==> src/rtl/mem_access_stage.sv <==
// mem_access_stage -- LEGv8 pipeline memory-access (MEM) stage.
//
// Accepts one execute-stage result per cycle at the EX/MEM boundary, runs
// LDUR/STUR on the data-memory req/ack bus, resolves branches toward fetch
// and presents a registered result to writeback. ex_ready is low while a
// memory access is outstanding, so upstream holds its result.
//
// Ports
//   clk, rst_n                      clock, synchronous active-low reset
//   ex_valid / ex_ready             EX handshake (ready only in IDLE)
//   ex_alu_result, ex_zero          ALU result (also memory address), zero flag
//   ex_branch_tgt, ex_store_data    branch target, STUR write data
//   ex_mem_read/write, ex_branch,
//   ex_uncond, ex_reg_write,
//   ex_mem_to_reg, ex_rd            control bits and destination register
//   dm_req, dm_we, dm_addr,
//   dm_wdata, dm_rdata, dm_ack      data-memory request/acknowledge bus
//   pc_src, pc_branch_tgt           one-cycle taken-branch pulse and target
//   wb_valid, wb_data, wb_rd,
//   wb_reg_write                    writeback result (wb_valid is a pulse)
//   misalign_fault                  one-cycle pulse on a misaligned mem op
//
// Build option: MEM_ALIGN_CHECK_EN enables the doubleword alignment check.
// Without it misalign_fault is constant 0 and addresses pass unmodified.
//
// state  | meaning
// IDLE   | ready for a new EX result
// ACCESS | memory request outstanding, waiting for dm_ack

module mem_access_stage #(
    parameter int WORD_W     = 64,
    parameter int REG_ADDR_W = 5
) (
    input  logic                  clk,
    input  logic                  rst_n,
    input  logic                  ex_valid,
    output logic                  ex_ready,
    input  logic [WORD_W-1:0]     ex_alu_result,
    input  logic                  ex_zero,
    input  logic [WORD_W-1:0]     ex_branch_tgt,
    input  logic [WORD_W-1:0]     ex_store_data,
    input  logic                  ex_mem_read,
    input  logic                  ex_mem_write,
    input  logic                  ex_branch,
    input  logic                  ex_uncond,
    input  logic                  ex_reg_write,
    input  logic                  ex_mem_to_reg,
    input  logic [REG_ADDR_W-1:0] ex_rd,
    output logic                  dm_req,
    output logic                  dm_we,
    output logic [WORD_W-1:0]     dm_addr,
    output logic [WORD_W-1:0]     dm_wdata,
    input  logic [WORD_W-1:0]     dm_rdata,
    input  logic                  dm_ack,
    output logic                  pc_src,
    output logic [WORD_W-1:0]     pc_branch_tgt,
    output logic                  wb_valid,
    output logic [WORD_W-1:0]     wb_data,
    output logic [REG_ADDR_W-1:0] wb_rd,
    output logic                  wb_reg_write,
    output logic                  misalign_fault
);

    typedef enum logic {
        S_IDLE   = 1'b0,
        S_ACCESS = 1'b1
    } state_t;

    state_t state, state_next;

    logic                  accept;
    logic                  mem_op;
    logic                  misalign;
    logic                  start_mem;
    logic                  ack_done;
    logic                  taken;
    logic [WORD_W-1:0]     cap_alu;
    logic [REG_ADDR_W-1:0] cap_rd;
    logic                  cap_reg_write;
    logic                  cap_load_sel;

    always_ff @(posedge clk) begin
        if (!rst_n) state <= S_IDLE;
        else        state <= state_next;
    end

    always_comb begin
        state_next = state;
        accept     = 1'b0;
        start_mem  = 1'b0;
        ack_done   = 1'b0;
        misalign   = 1'b0;
        ex_ready   = (state == S_IDLE);
        mem_op     = ex_mem_read | ex_mem_write;
        taken      = ex_uncond | (ex_branch & ex_zero);
`ifdef MEM_ALIGN_CHECK_EN
        misalign   = mem_op & (ex_alu_result[2:0] != 3'b000);
`endif
        case (state)
            S_IDLE: begin
                accept = ex_valid;
                if (ex_valid && mem_op && !misalign) begin
                    start_mem  = 1'b1;
                    state_next = S_ACCESS;
                end
            end
            S_ACCESS: begin
                // dm_ack outside ACCESS (e.g. after a reset) is ignored
                if (dm_ack) begin
                    ack_done   = 1'b1;
                    state_next = S_IDLE;
                end
            end
            default: state_next = S_IDLE;
        endcase
    end

    always_ff @(posedge clk) begin
        if (!rst_n) begin
            dm_req         <= 1'b0;
            dm_we          <= 1'b0;
            dm_addr        <= '0;
            dm_wdata       <= '0;
            pc_src         <= 1'b0;
            pc_branch_tgt  <= '0;
            wb_valid       <= 1'b0;
            wb_data        <= '0;
            wb_rd          <= '0;
            wb_reg_write   <= 1'b0;
            misalign_fault <= 1'b0;
            cap_alu        <= '0;
            cap_rd         <= '0;
            cap_reg_write  <= 1'b0;
            cap_load_sel   <= 1'b0;
        end else begin
            pc_src         <= 1'b0;
            wb_valid       <= 1'b0;
            misalign_fault <= 1'b0;
            if (accept) begin
                pc_src        <= taken;
                pc_branch_tgt <= ex_branch_tgt;
                cap_alu       <= ex_alu_result;
                cap_rd        <= ex_rd;
                cap_reg_write <= ex_reg_write & ~ex_mem_write;
                cap_load_sel  <= ex_mem_to_reg & ex_mem_read;
                if (start_mem) begin
                    dm_req   <= 1'b1;
                    dm_we    <= ex_mem_write;
                    dm_addr  <= ex_alu_result;
                    dm_wdata <= ex_store_data;
                end else begin
                    // plain ALU op, or a mem op rejected as misaligned
                    wb_valid       <= 1'b1;
                    wb_data        <= ex_alu_result;
                    wb_rd          <= ex_rd;
                    wb_reg_write   <= ex_reg_write & ~ex_mem_write & ~misalign;
                    misalign_fault <= misalign;
                end
            end
            if (ack_done) begin
                dm_req       <= 1'b0;
                dm_we        <= 1'b0;
                wb_valid     <= 1'b1;
                wb_data      <= cap_load_sel ? dm_rdata : cap_alu;
                wb_rd        <= cap_rd;
                wb_reg_write <= cap_reg_write;
            end
        end
    end

endmodule

==> config.mk <==
export PLATFORM = sky130hd
export DESIGN_NAME = mem_access_stage
export DESIGN_NICKNAME = d
export VERILOG_FILES = /design/src/rtl/mem_access_stage.sv
export SDC_FILE = /design/constraint.sdc
export NUM_CORES = 1
export LEC_CHECK = 0
export CORE_AREA = 5 5 209 211
export DETAILED_ROUTE_END_ITERATION = 10
export DIE_AREA = 0 0 214 216
export SYNTH_ARGS = -nofsm -noshare
export SYNTH_HDL_FRONTEND = slang
export SYNTH_SLANG_ARGS = --single-unit
export TNS_END_PERCENT = 100
==> constraint.sdc <==
create_clock -name clk -period 2.15 [get_ports clk]
set_input_delay 0.215 -clock clk [delete_from_list [all_inputs] [get_ports clk]]
set_output_delay 0.215 -clock clk [all_outputs]
set_load 0.02 [all_outputs]
# After elaboration in Yosys (flattened, before gate mapping)
# Index checks and enable logic that the tools add are counted.
# op_classes
n_eq_ne	1
muxes	20
n_bitwise	8
n_reduce_logical	6
# ops
cell	count
64-bit 2-to-1 mux	4
5-bit 2-to-1 mux	3
1-bit 2-to-1 mux	12
2-bit AND reduction	3
1-bit bitwise AND	3
1-bit NOT	3
2-bit by 1-bit != test with 1-bit output (second input constant)	1
1-bit OR	2
1-bit one-hot mux with 2 select lines	1
2-bit nonzero test	1
2-bit OR reduction	1
1-bit logical AND	1
# totals
reg_bits	338
inputBits	272

# Logic depth before layout (Yosys ltp)
# depth
word_depth	7
depth_mapped	7

# Worst setup path before layout
# No wires, ideal clock.
# synth_path
path_kind	flip-flop to flip-flop
from	register state
to	register wb_data[10]
setup_time_ps	122
arrival_time_ps	1758
required_ps	2028
setup_slack_ps	270
path_stages_with_launch	8
synth_period_minus_slack_ps	1880
cell_sequence	dfxtp_1 > buf_6 > or4b_4 > buf_6 > and3_4 > buf_6 > buf_6 > a221o_1
# synth_via
elab_chain_cells	3
elab_cells_between_ends	7
classes_between	eq/ne (1); mux (4); reduce/logical (2)
# synth_lines
element	line_no	text
start, declared	69	state_t state, state_next;
start signal, assigned	84	else state <= state_next;
1-bit 2-to-1 mux	99	case (state)
2-bit by 1-bit != test with 1-bit output (no source line) / 2-bit nonzero test (equally long branches)	--	
2-bit AND reduction (no source line)	--	
end signal, assigned	154	wb_data <= ex_alu_result;
end signal, assigned	164	wb_data <= cap_load_sel ? dm_rdata : cap_alu;
end, declared	58	output logic [WORD_W-1:0] wb_data,
# Several ways; a longest one is shown, not always the timed one.
# A chain may end at the register's enable or synchronous reset.

# Worst setup path in the final report
# layout_path
from	register state
to	output ex_ready
# layout_via
elab_chain_cells	1
# layout_lines
element	line_no	text
1-bit NOT	--	
end, declared	37	output logic ex_ready,
# No other way between the ends.

==> flow_metrics.env <==
export IMPL_initial_utilization_pct=32.4
export IMPL_irDropWorstVdd_mv=0.549
export IMPL_die_w_um=214
export IMPL_drtIter0Drc=891
export IMPL_rsz0062_at_grt="false"
export IMPL_post_cts_buffers=0
export IMPL_reg2reg_slack_ns=0.42
export IMPL_reg2reg_to="wb_data[7]$_SDFFE_PN0P_"
export IMPL_dieArea_um2=46200
export IMPL_antenna_found_initial=5
export IMPL_final_cell_mix="clkdlybuf4s50_1 (537), dfxtp_1 (337), nand2_1 (274)"
export IMPL_vias=12900
export IMPL_final_common_cell="clkdlybuf4s50_1"
export IMPL_hp_start="ex_branch_tgt[15]"
export IMPL_cts_root_buffer="clkbuf_16"
export IMPL_cts_tree="yes"
export IMPL_insertion_delay_ns=0.56
export IMPL_critPathRequiredTime_ns=1.93
export IMPL_hold_class="in2reg"
export IMPL_drv_cap=0
export IMPL_num_rows=75
export IMPL_end_kind="primary output"
export IMPL_synthMuxAreaShare_pct=5.14
export IMPL_place_gp_congestion=0.806
export IMPL_die_h_um=216
export IMPL_hold_violations=0
export IMPL_drt_wl_total_mm=52.3
export IMPL_synth_seq_cells=338
export IMPL_clockBufferDepth=3
export IMPL_synth_cell_type_count=29
export IMPL_grt_first_pass_wirelength_mm=79.1
export IMPL_hold_ws_ns=0.217
export IMPL_max_freq_ghz=0.511
export IMPL_fin_crit_sh_pct=91.1
export IMPL_syn_mean_instance_area_um2=8.90
export IMPL_hold_depth=3
export IMPL_synth_compound_area_share_pct=24.9
export IMPL_ant_nets=0
export IMPL_rr_worst_depth=4
export IMPL_core_area_um2=41600
export IMPL_grt_usage_pct=21.4
export IMPL_port_buffers=538
export IMPL_wire_per_inst_um=20.5
export IMPL_p_leak_uw=0.00736
export IMPL_ys_warn_count=0
export IMPL_syn_to_final_growth_pct=54.4
export IMPL_drc=0
export IMPL_hpwl_mm=36.2
export IMPL_multiInputGateArea_um2=6090
export IMPL_cp_max_fo=7
export IMPL_slew_violations=0
export IMPL_drive_gt1_share_pct=5.23
export IMPL_gr_total_overflow=0
export IMPL_period_needed_ns=1.96
export IMPL_async_reset_ff_share_pct=0
export IMPL_n_fill_cell=3858
export IMPL_vias_per_cell=5.05
export IMPL_synth_edf_count=0
export IMPL_path_class="reg2out"
export IMPL_clkSinkCount=338
export IMPL_synthXorXnorAreaFrac_pct=0
export IMPL_mappedNetlistNets=1786
export IMPL_synthSimpleGateAreaFrac_pct=14.9
export IMPL_ff_latch_area_um2=6770
export IMPL_grt_max_degree=112
export IMPL_synth_top_family_by_area="compound AO/OA/AOI/OAI gates"
export IMPL_ios=540
export IMPL_fin_setup_tns_ns=0
export IMPL_slew_headroom_pct=47.9
export IMPL_cts_buffers=39
export IMPL_start_kind="register"
export IMPL_synth_yosys_seq_area_share_pct=50.2
export IMPL_yosys_most_used_dff="dfxtp_1"
export IMPL_worstPathArrival_ns=1.74
export IMPL_syn_area_um2=13500
export IMPL_p_per_area_nw_per_um2=782
export IMPL_synth_cells=1514
export IMPL_synthAdderAreaFrac_pct=0
export IMPL_grt_pass1_vias=12800
export IMPL_status="complete, no violations"
export IMPL_whs_endpoint="pc_branch_tgt[15]$_SDFFE_PN0P_"
export IMPL_reg2reg_from="state$_SDFF_PN0_"
export IMPL_fin_skew_ns=0.0206
export IMPL_htree_levels=2
export IMPL_path_clk_slew_ns=0.06
export IMPL_dr_pass1_iters=6
export IMPL_nNetsFinal=2253
export IMPL_tightest_slew_ns=0.781
export IMPL_setup_viol=0
kinds of logic after synthesis:
logic type	count (synthesis)
compound gates	475
buf+inv	151
flops	338
mux	69
other cells	1
simple gates	480
Yosys cell counts, drive strengths merged, types with 2 or more instances:
| cell | count | area share, % |
|---|---|---|
| nor2 | 66 | 1.8 |
| nand3 | 130 | 4.8 |
| a221o | 63 | 4.7 |
| dfxtp | 338 | 50 |
| a21oi | 9 | 0.33 |
| a21boi | 264 | 15 |
| o21ai | 136 | 5.1 |
| nand2 | 274 | 7.6 |
| inv | 2 | 0.056 |
| mux2i | 68 | 5.1 |
| and2 | 2 | 0.093 |
| buf | 25 | 1.3 |
| clkbuf | 124 | 3.5 |
repair_timing:
| action | 4_1_cts | 5_1_grt |
|---|---|---|
| gates resized for setup | 0 | 0 |
| hold endpoints to repair | 1 | 0 |
| hold buffers | 1 | 0 |
through the flow:
| stage | std cells | area, um2 | utilization, % | total power [uW] | worst slack (ns) |
|---|---|---|---|---|---|
| after floorplan | 1514 | 13500 | - | 8150 | 0.270 |
| after global placement | 2478 | 19500 | 46.9 | 9680 | 0.0947 |
| after detailed placement | 2478 | 19500 | 46.9 | 9710 | 0.0629 |
| after CTS | 2547 | 20800 | 50.0 | 16500 | 0.144 |
| after global routing | 2551 | 20800 | 50.0 | 17000 | 0.120 |
| final | 2551 | 20800 | 50.0 | 16300 | 0.191 |
worst max-delay path by stage:
stage	startpoint	end	slack, ns	cells after the start
2_1_floorplan	state$_SDFF_PN0_	wb_data[10]$_SDFFE_PN0P_	0.27	7
3_3_place_gp	ex_mem_write	wb_data[11]$_SDFFE_PN0P_	0.09	5
3_5_place_dp	ex_mem_write	wb_data[7]$_SDFFE_PN0P_	0.06	5
4_1_cts	state$_SDFF_PN0_	ex_ready	0.14	3
5_1_grt	state$_SDFF_PN0_	ex_ready	0.12	3
6_report	state$_SDFF_PN0_	ex_ready	0.19	3
layout make-up:
| class | instances | area share (%) |
|---|---|---|
| diodes | 4 | 0.0481 |
| clock buffers | 61 | 5.78 |
| clock inverters | 7 | 0.409 |
| inverters | 2 | 0.0361 |
| multi-input cells | 1025 | 29.3 |
| flip-flops and latches | 338 | 32.6 |
| well taps | 539 | 3.24 |
| repair buffers | 575 | 28.6 |
power by group:
part,switching [uW],internal [uW]
sequential,193,6630
combinational,1380,1350
clock,2640,4060
state kept, by name (all words and copies together), names as in the netlist, 5 cells and up:
| name | cells |
|---|---|
| cap_alu | 64 |
| cap_rd | 5 |
| pc_branch_tgt | 64 |
| dm_addr | 64 |
| wb_rd | 5 |
| wb_data | 64 |
| dm_wdata | 64 |
critical path, cell delays in order, from the launching register on:
cell,delay (ns)
dfxtp_1,0.32
buf_4,0.17
inv_1,0.07
clkdlybuf4s50_1,0.65
routing by layer:
layer	track usage, %	routed length (um)	vias up
met5	0	12	-
li1	-	-	6193
met2	35.9	25100	457
met3	6.73	3960	78
met4	6.08	1280	2
met1	26.8	21900	6149
Power figures use the tool's default switching activity.
